==> src/rtl/gpu_pkg.sv <==
// gpu_pkg: shared widths, index types and the writeback request record.
package gpu_pkg;
   localparam int DATA_W    = 18;
   localparam int FIRST_GPR = 4;
   typedef logic [3:0] thread_idx_t;
   typedef logic [3:0] reg_idx_t;
   typedef struct packed {
      thread_idx_t       thread;
      reg_idx_t          rd;
      logic [DATA_W-1:0] data;
   } wb_req_t;
endpackage

==> src/rtl/wb_fifo.sv <==
// wb_fifo: load-response buffer with occupancy count and a per-entry
// valid/thread view so the top can build pending-write flags.
module wb_fifo
   import gpu_pkg::*;
#(
   parameter int DEPTH = 4,
   localparam int AW = $clog2(DEPTH)
) (
   input  logic            clk,
   input  logic            rst,
   input  logic            push_i,
   input  logic            pop_i,
   input  wb_req_t         din_i,
   output wb_req_t         head_o,
   output logic [AW:0]     count_o,
   output logic [DEPTH-1:0] vld_o,
   output thread_idx_t     thr_o [DEPTH]
);
   wb_req_t          mem_q [DEPTH];
   logic [AW-1:0]    wr_q, rd_q;
   logic [AW:0]      cnt_q;
   logic [DEPTH-1:0] vld_q, vld_d;
   always_comb begin
      vld_d = vld_q;
      if (pop_i) vld_d[rd_q] = 1'b0;
      if (push_i) vld_d[wr_q] = 1'b1;
   end
   always_ff @(posedge clk) begin
      if (rst) begin
         wr_q  <= '0;
         rd_q  <= '0;
         cnt_q <= '0;
         vld_q <= '0;
      end else begin
         wr_q  <= push_i ? wr_q + AW'(1) : wr_q;
         rd_q  <= pop_i ? rd_q + AW'(1) : rd_q;
         cnt_q <= cnt_q + (AW+1)'(push_i) - (AW+1)'(pop_i);
         vld_q <= vld_d;
      end
   end
   always_ff @(posedge clk)
      if (push_i) mem_q[wr_q] <= din_i;
   for (genvar i = 0; i < DEPTH; i++) begin : g_thr
      assign thr_o[i] = mem_q[i].thread;
   end
   assign head_o  = mem_q[rd_q];
   assign count_o = cnt_q;
   assign vld_o   = vld_q;
endmodule

==> src/rtl/writeback_arbiter.sv <==
// writeback_arbiter: merges ALU results (priority) and buffered load responses
// into the single register-file write port, with starvation-forced loads.
module writeback_arbiter
   import gpu_pkg::*;
#(
   parameter int FIFO_DEPTH   = 4,
   parameter int STARVE_LIMIT = 3
) (
   input  logic              clk,
   input  logic              rst,
   input  logic              alu_valid,
   output logic              alu_ready,
   input  thread_idx_t       alu_thread,
   input  reg_idx_t          alu_rd,
   input  logic [DATA_W-1:0] alu_data,
   input  logic              alu_wr_en,
   input  logic              alu_pred_en,
   input  logic              alu_pred,
   input  logic              mem_valid,
   output logic              mem_ready,
   input  thread_idx_t       mem_thread,
   input  reg_idx_t          mem_rd,
   input  logic [DATA_W-1:0] mem_data,
   output thread_idx_t       write_thread,
   output reg_idx_t          write_rd,
   output logic [DATA_W-1:0] write_data,
   output logic              write_en,
   output logic              predicate_write_en,
   output logic              predicate_in,
   output logic [15:0]       wb_pending
);
   localparam int CW = $clog2(FIFO_DEPTH) + 1;
   localparam int SW = $clog2(STARVE_LIMIT + 1);
   wb_req_t                 head, out_q, out_d;
   logic [CW-1:0]           count;
   logic [FIFO_DEPTH-1:0]   fvld;
   thread_idx_t             fthr [FIFO_DEPTH];
   logic [SW-1:0]           starve_q, starve_d;
   logic                    we_q, we_d, pwe_q, pwe_d, pin_q, pin_d;
   logic                    nonempty, forced, push, pop, alu_go;
   assign nonempty  = count != '0;
   assign forced    = nonempty && (count >= CW'(FIFO_DEPTH - 1) || starve_q == SW'(STARVE_LIMIT));
   assign alu_ready = !rst && !forced;
   assign mem_ready = !rst && count != CW'(FIFO_DEPTH);
   assign alu_go    = alu_valid && alu_ready;
   assign pop       = !rst && nonempty && (forced || !alu_valid);
   assign push      = mem_valid && mem_ready;
   wb_fifo #(.DEPTH(FIFO_DEPTH)) u_fifo (
      .clk     (clk),
      .rst     (rst),
      .push_i  (push),
      .pop_i   (pop),
      .din_i   ({mem_thread, mem_rd, mem_data}),
      .head_o  (head),
      .count_o (count),
      .vld_o   (fvld),
      .thr_o   (fthr)
   );
   always_comb begin
      out_d    = out_q;
      we_d     = 1'b0;
      pwe_d    = 1'b0;
      pin_d    = pin_q;
      starve_d = (pop || !nonempty) ? '0 : (alu_go && starve_q != SW'(STARVE_LIMIT)) ? starve_q + SW'(1) : starve_q;
      if (alu_go) begin
         out_d = {alu_thread, alu_rd, alu_data};
         we_d  = alu_wr_en && alu_rd >= reg_idx_t'(FIRST_GPR);
         pwe_d = alu_pred_en;
         pin_d = alu_pred;
      end else if (pop) begin
         out_d = head;
         we_d  = head.rd >= reg_idx_t'(FIRST_GPR);
      end
   end
   always_ff @(posedge clk) begin
      if (rst) begin
         out_q    <= '0;
         we_q     <= 1'b0;
         pwe_q    <= 1'b0;
         pin_q    <= 1'b0;
         starve_q <= '0;
      end else begin
         out_q    <= out_d;
         we_q     <= we_d;
         pwe_q    <= pwe_d;
         pin_q    <= pin_d;
         starve_q <= starve_d;
      end
   end
   always_comb begin
      wb_pending = (we_q || pwe_q) ? 16'(1) << out_q.thread : '0;
      for (int i = 0; i < FIFO_DEPTH; i++)
         if (fvld[i]) wb_pending = wb_pending | (16'(1) << fthr[i]);
   end
   assign write_thread       = out_q.thread;
   assign write_rd           = out_q.rd;
   assign write_data         = out_q.data;
   assign write_en           = we_q;
   assign predicate_write_en = pwe_q;
   assign predicate_in       = pin_q;
endmodule

==> config.mk <==
export PLATFORM = sky130hd
export DESIGN_NAME = writeback_arbiter
export DESIGN_NICKNAME = d
export VERILOG_FILES = /design/src/rtl/gpu_pkg.sv /design/src/rtl/wb_fifo.sv /design/src/rtl/writeback_arbiter.sv
export SDC_FILE = /design/constraint.sdc
export NUM_CORES = 1
export LEC_CHECK = 0
export ABC_AREA = 1
export ABC_CLOCK_PERIOD_IN_PS = 2800
export CAP_MARGIN = 30
export CORE_AREA = 2 2 127 129
export CTS_BUF_LIST = sky130_fd_sc_hd__clkbuf_8
export CTS_CLUSTER_DIAMETER = 50
export DETAILED_ROUTE_END_ITERATION = 6
export DIE_AREA = 0 0 129 131
export PLACE_DENSITY = 0.76
export SYNTH_ARGS = -nofsm -noshare
export SYNTH_HDL_FRONTEND = slang
export SYNTH_SLANG_ARGS = --single-unit
==> constraint.sdc <==
create_clock -name clk -period 2.8 [get_ports clk]
set_input_delay 0.56 -clock clk [delete_from_list [all_inputs] [get_ports clk]]
set_output_delay 0.56 -clock clk [all_outputs]
set_load 0.02 [all_outputs]
==> results.cfg <==
[status]
status = finished, final reports clean

[drt]
post-route-drc-count = 0
antenna_left = 0
viasPerCell = 5.160
wl_per_cell_um = 15.91
first_pass_iters = 5
drt_iter0_drc = 484
wl_um = 17260
via_count = 5599

[clock_network]
cts_max_path_buffers = 2
clkTransAtPathRegs_ns = 0.09
htreeDepth = 4
cts_buffers = 17
clkLatencyLatePin_ns = 0.45
cts_tree = done
cts_root_buf = clkbuf_8
cts_sinks = 148

[finish]
final_layout_size_suffix_gt1_share_pct = 10.36
diodes = 0
fin_util_pct = 56.05
synthToLayoutAreaGrowth_pct = 26.67
design_area_sq_um = 8742
finalNetCount = 927

[sta]
final-hold-violation-count = 0
clock_skew_ns = 0.01561
worst_slew_pin_slew_ns = 0.8964
hold_slack_ns = 0.4804
timing.fmax_ghz = 0.3758
setup_viol = 0
max_slew_margin_pct = 40.24
period_needed_ns = 2.661
report.final.slew_viol_count = 0
fin_crit_sh_pct = 95.04

[floorplan]
start_util_pct = 44.25
ios = 106
fp.coreArea_sq_um = 15600
die-area_sq_um = 16900
row_count = 46
die_h_um = 131
die_w_um = 129

[synthesis]
syn_area_sq_um = 6902
synth.area.top_cells = edfxtp_1 45%, dfxtp_1 13%, nand2_1 8.2%
synth_top_cell_area_share_pct = 45.25
ys_seq_elements = 148
netlist_instances = 743
avgSynthCellArea_sq_um = 9.289
yosysWarnings = 0
synth_seq_area_share_pct = 58.01
ys_types = 38
synth_top_area_cell = edfxtp_1
syn-num-nets = 814

[worst_setup_path]
crit_chain = inv_1 -> nor3_2 -> a22oi_1 -> nand4_1 -> clkdlybuf4s50_1
r2r-start = u_fifo.count_o[2]$_SDFF_PP0_
crit_path_end_kind = output pin
cpMaxStageDelayCell = clkdlybuf4s50_1
critical_path.max_fanout = 7
rrSetupSlack_ns = 0.41
reg2regPathDepth = 13
crit_arrival_ns = 2.10
cp-startpoint = u_fifo.mem_q[1][24]$_DFFE_PP_
r2r-end = u_fifo.count_o[2]$_SDFF_PP0_
cp.required_ns = 2.24
startpoint_type = flop
critPathMaxStageDelay_ns = 0.61
critPathKind = flop to output pin

[hold_path]
worstHoldStart = predicate_in$_SDFFE_PP0P_
holdPathEnd = predicate_in$_SDFFE_PP0P_
hold_depth = 2
hp-class = flop to flop

[grt]
grt_pass1_wl_um = 26880
grt_antenna_before_repair = 0
grt_pass1_vias = 5124
track_usage_pct = 21.13
grt.overflow.total = 0
grt_max_degree = 61

[power_and_ir_drop]
leakage_uw = 0.003486
report.power.total_uw = 5840
peakVddDrop_mv = 0.3972
powerDensity_nw_per_um2 = 668.1

[place]
io_buffers = 105
hpwlAfterDp_um = 11610
place.gp.congestion = 0.9202
placed_cell_area_sq_um = 8220

[flow_run]
drv_cap = 0
[state kept, by name (all words and copies together), names as in the netlist, named ones only]
name	count
write_rd	4
u_fifo.rd_q	2
predicate_in	1
starve_q	2
u_fifo.count_o	3
write_thread	4
u_fifo.wr_q	2
write_data	18
predicate_write_en	1
u_fifo.vld_o	4
write_en	1
u_fifo.mem_q	104
[worst max path at each step]
stage / to / slack, ns
floorplan: u_fifo.mem_q[0][0]$_DFFE_PP_ / 0.59
global placement: write_data[2]$_SDFFE_PP0P_ / 0.31
detailed placement: write_thread[2]$_SDFFE_PP0P_ / 0.30
CTS: wb_pending[10] / -0.01
global route: wb_pending[5] / -0.004
finish: wb_pending[13] / 0.14
[worst max-delay path: cells and delay by family, from the launching register on]
kind	cells	cell delay (ns)
DFF	1	0.43
and+or+nand+nor	2	0.36
AOI/OAI and AO/OA	1	0.10
buffers and inverters	2	0.78
[synthesized netlist by cell type]
| master | instances |
|---|---|
| a22oi_1 | 5 |
| nand2_2 | 2 |
| o22a_1 | 3 |
| buf_6 | 7 |
| or2_1 | 1 |
| nand3_4 | 1 |
| o21ai_0 | 68 |
| xor2_1 | 1 |
| dfxtp_1 | 44 |
| a22o_1 | 2 |
| o21ai_2 | 1 |
| fa_1 | 1 |
| xnor2_1 | 1 |
| o21ai_1 | 25 |
| nor3b_1 | 1 |
| clkinv_2 | 1 |
| nand2_1 | 150 |
| nor2_4 | 1 |
| nor3_1 | 22 |
| nand4_1 | 10 |
| inv_1 | 68 |
| buf_1 | 3 |
| nand2_4 | 2 |
| nand3_1 | 24 |
| buf_2 | 10 |
| a21oi_1 | 39 |
| o2111ai_1 | 5 |
| a21oi_4 | 1 |
| nor4_1 | 3 |
| inv_2 | 5 |
| o22ai_1 | 5 |
| clkbuf_1 | 9 |
| nor2_1 | 91 |
| a21oi_2 | 11 |
| ha_1 | 11 |
| edfxtp_1 | 104 |
| o21a_1 | 1 |
| o211ai_1 | 4 |
[layer usage]
metal  GRT usage, %  vias up  share of wire, %
met5              0        -                 0
met4          7.417        0               1.9
met3          5.497       26               7.0
met2          33.80      224                47
met1          28.09     2592                44
li1               -     2757                 -
[metrics by stage]
| step | cells | worst slack [ns] | TNS, ns |
|---|---|---|---|
| after CTS | 1083 | -0.01095 | -0.01113 |
| after floorplan | 743 | 0.5934 | 0 |
| final | 1085 | 0.1390 | 0 |
| after global routing | 1085 | -0.004459 | -0.004459 |
| after detailed placement | 1051 | 0.3050 | 0 |
| after global placement | 1051 | 0.3135 | 0 |
[cell type report]
class | instances | area, sq um
Clock buffer | 17 | 234.0
Clock inverter | 15 | 170.2
Fill cell | 1357 | 6855
Inverter | 74 | 279.0
Multi-Input combinational cell | 492 | 2521
Sequential cell | 148 | 4005
Tap cell | 216 | 270.3
Timing Repair Buffer | 123 | 1262
[cell families (layout without fill, tap and decap cells)]
kind of cell               after synthesis  count (layout)  synth area share, %
AOI/OAI and AO/OA                      170             170                14.14
and+or+nand+nor                        308             308                18.75
buffers and inverters                  103             229                6.563
xor gates and xnor gates                 2               2               0.2539
DFF                                    148             148                58.01
adders and majority gates               12              12                2.284
[what timing repair did]
item	CTS	global route
resized for setup	8	25
cloned	0	0
setup buffers	0	2
hold buffers	0	0
endpoints found under the setup margin	4	14
pin swaps	0	0
[power by group]
| group | total [uW] | switching [uW] | internal (uW) |
|---|---|---|---|
| combinational | 1550 | 959 | 588 |
| clock | 1660 | 784 | 872 |
| sequential | 2640 | 114 | 2520 |
| total | 5840 | 1860 | 3980 |
[cell usage in the layout, fill, tap and decap left out, drive strengths merged, types with 2 or more instances in the layout]
cell / instances
a21oi: 51
a22o: 2
a22oi: 5
buf: 18
bufinv: 3
clkbuf: 17
clkdlybuf4s50: 90
clkinv: 4
clkinvlp: 4
dfxtp: 44
dlygate4sd2: 3
dlymetal6s2s: 12
edfxtp: 104
ha: 11
inv: 78
nand2: 154
nand3: 25
nand4: 10
nor2: 92
nor3: 22
nor4: 3
o2111ai: 5
o211ai: 4
o21ai: 94
o22a: 3
o22ai: 5
Note: power is estimated with default switching activity, not from simulation.
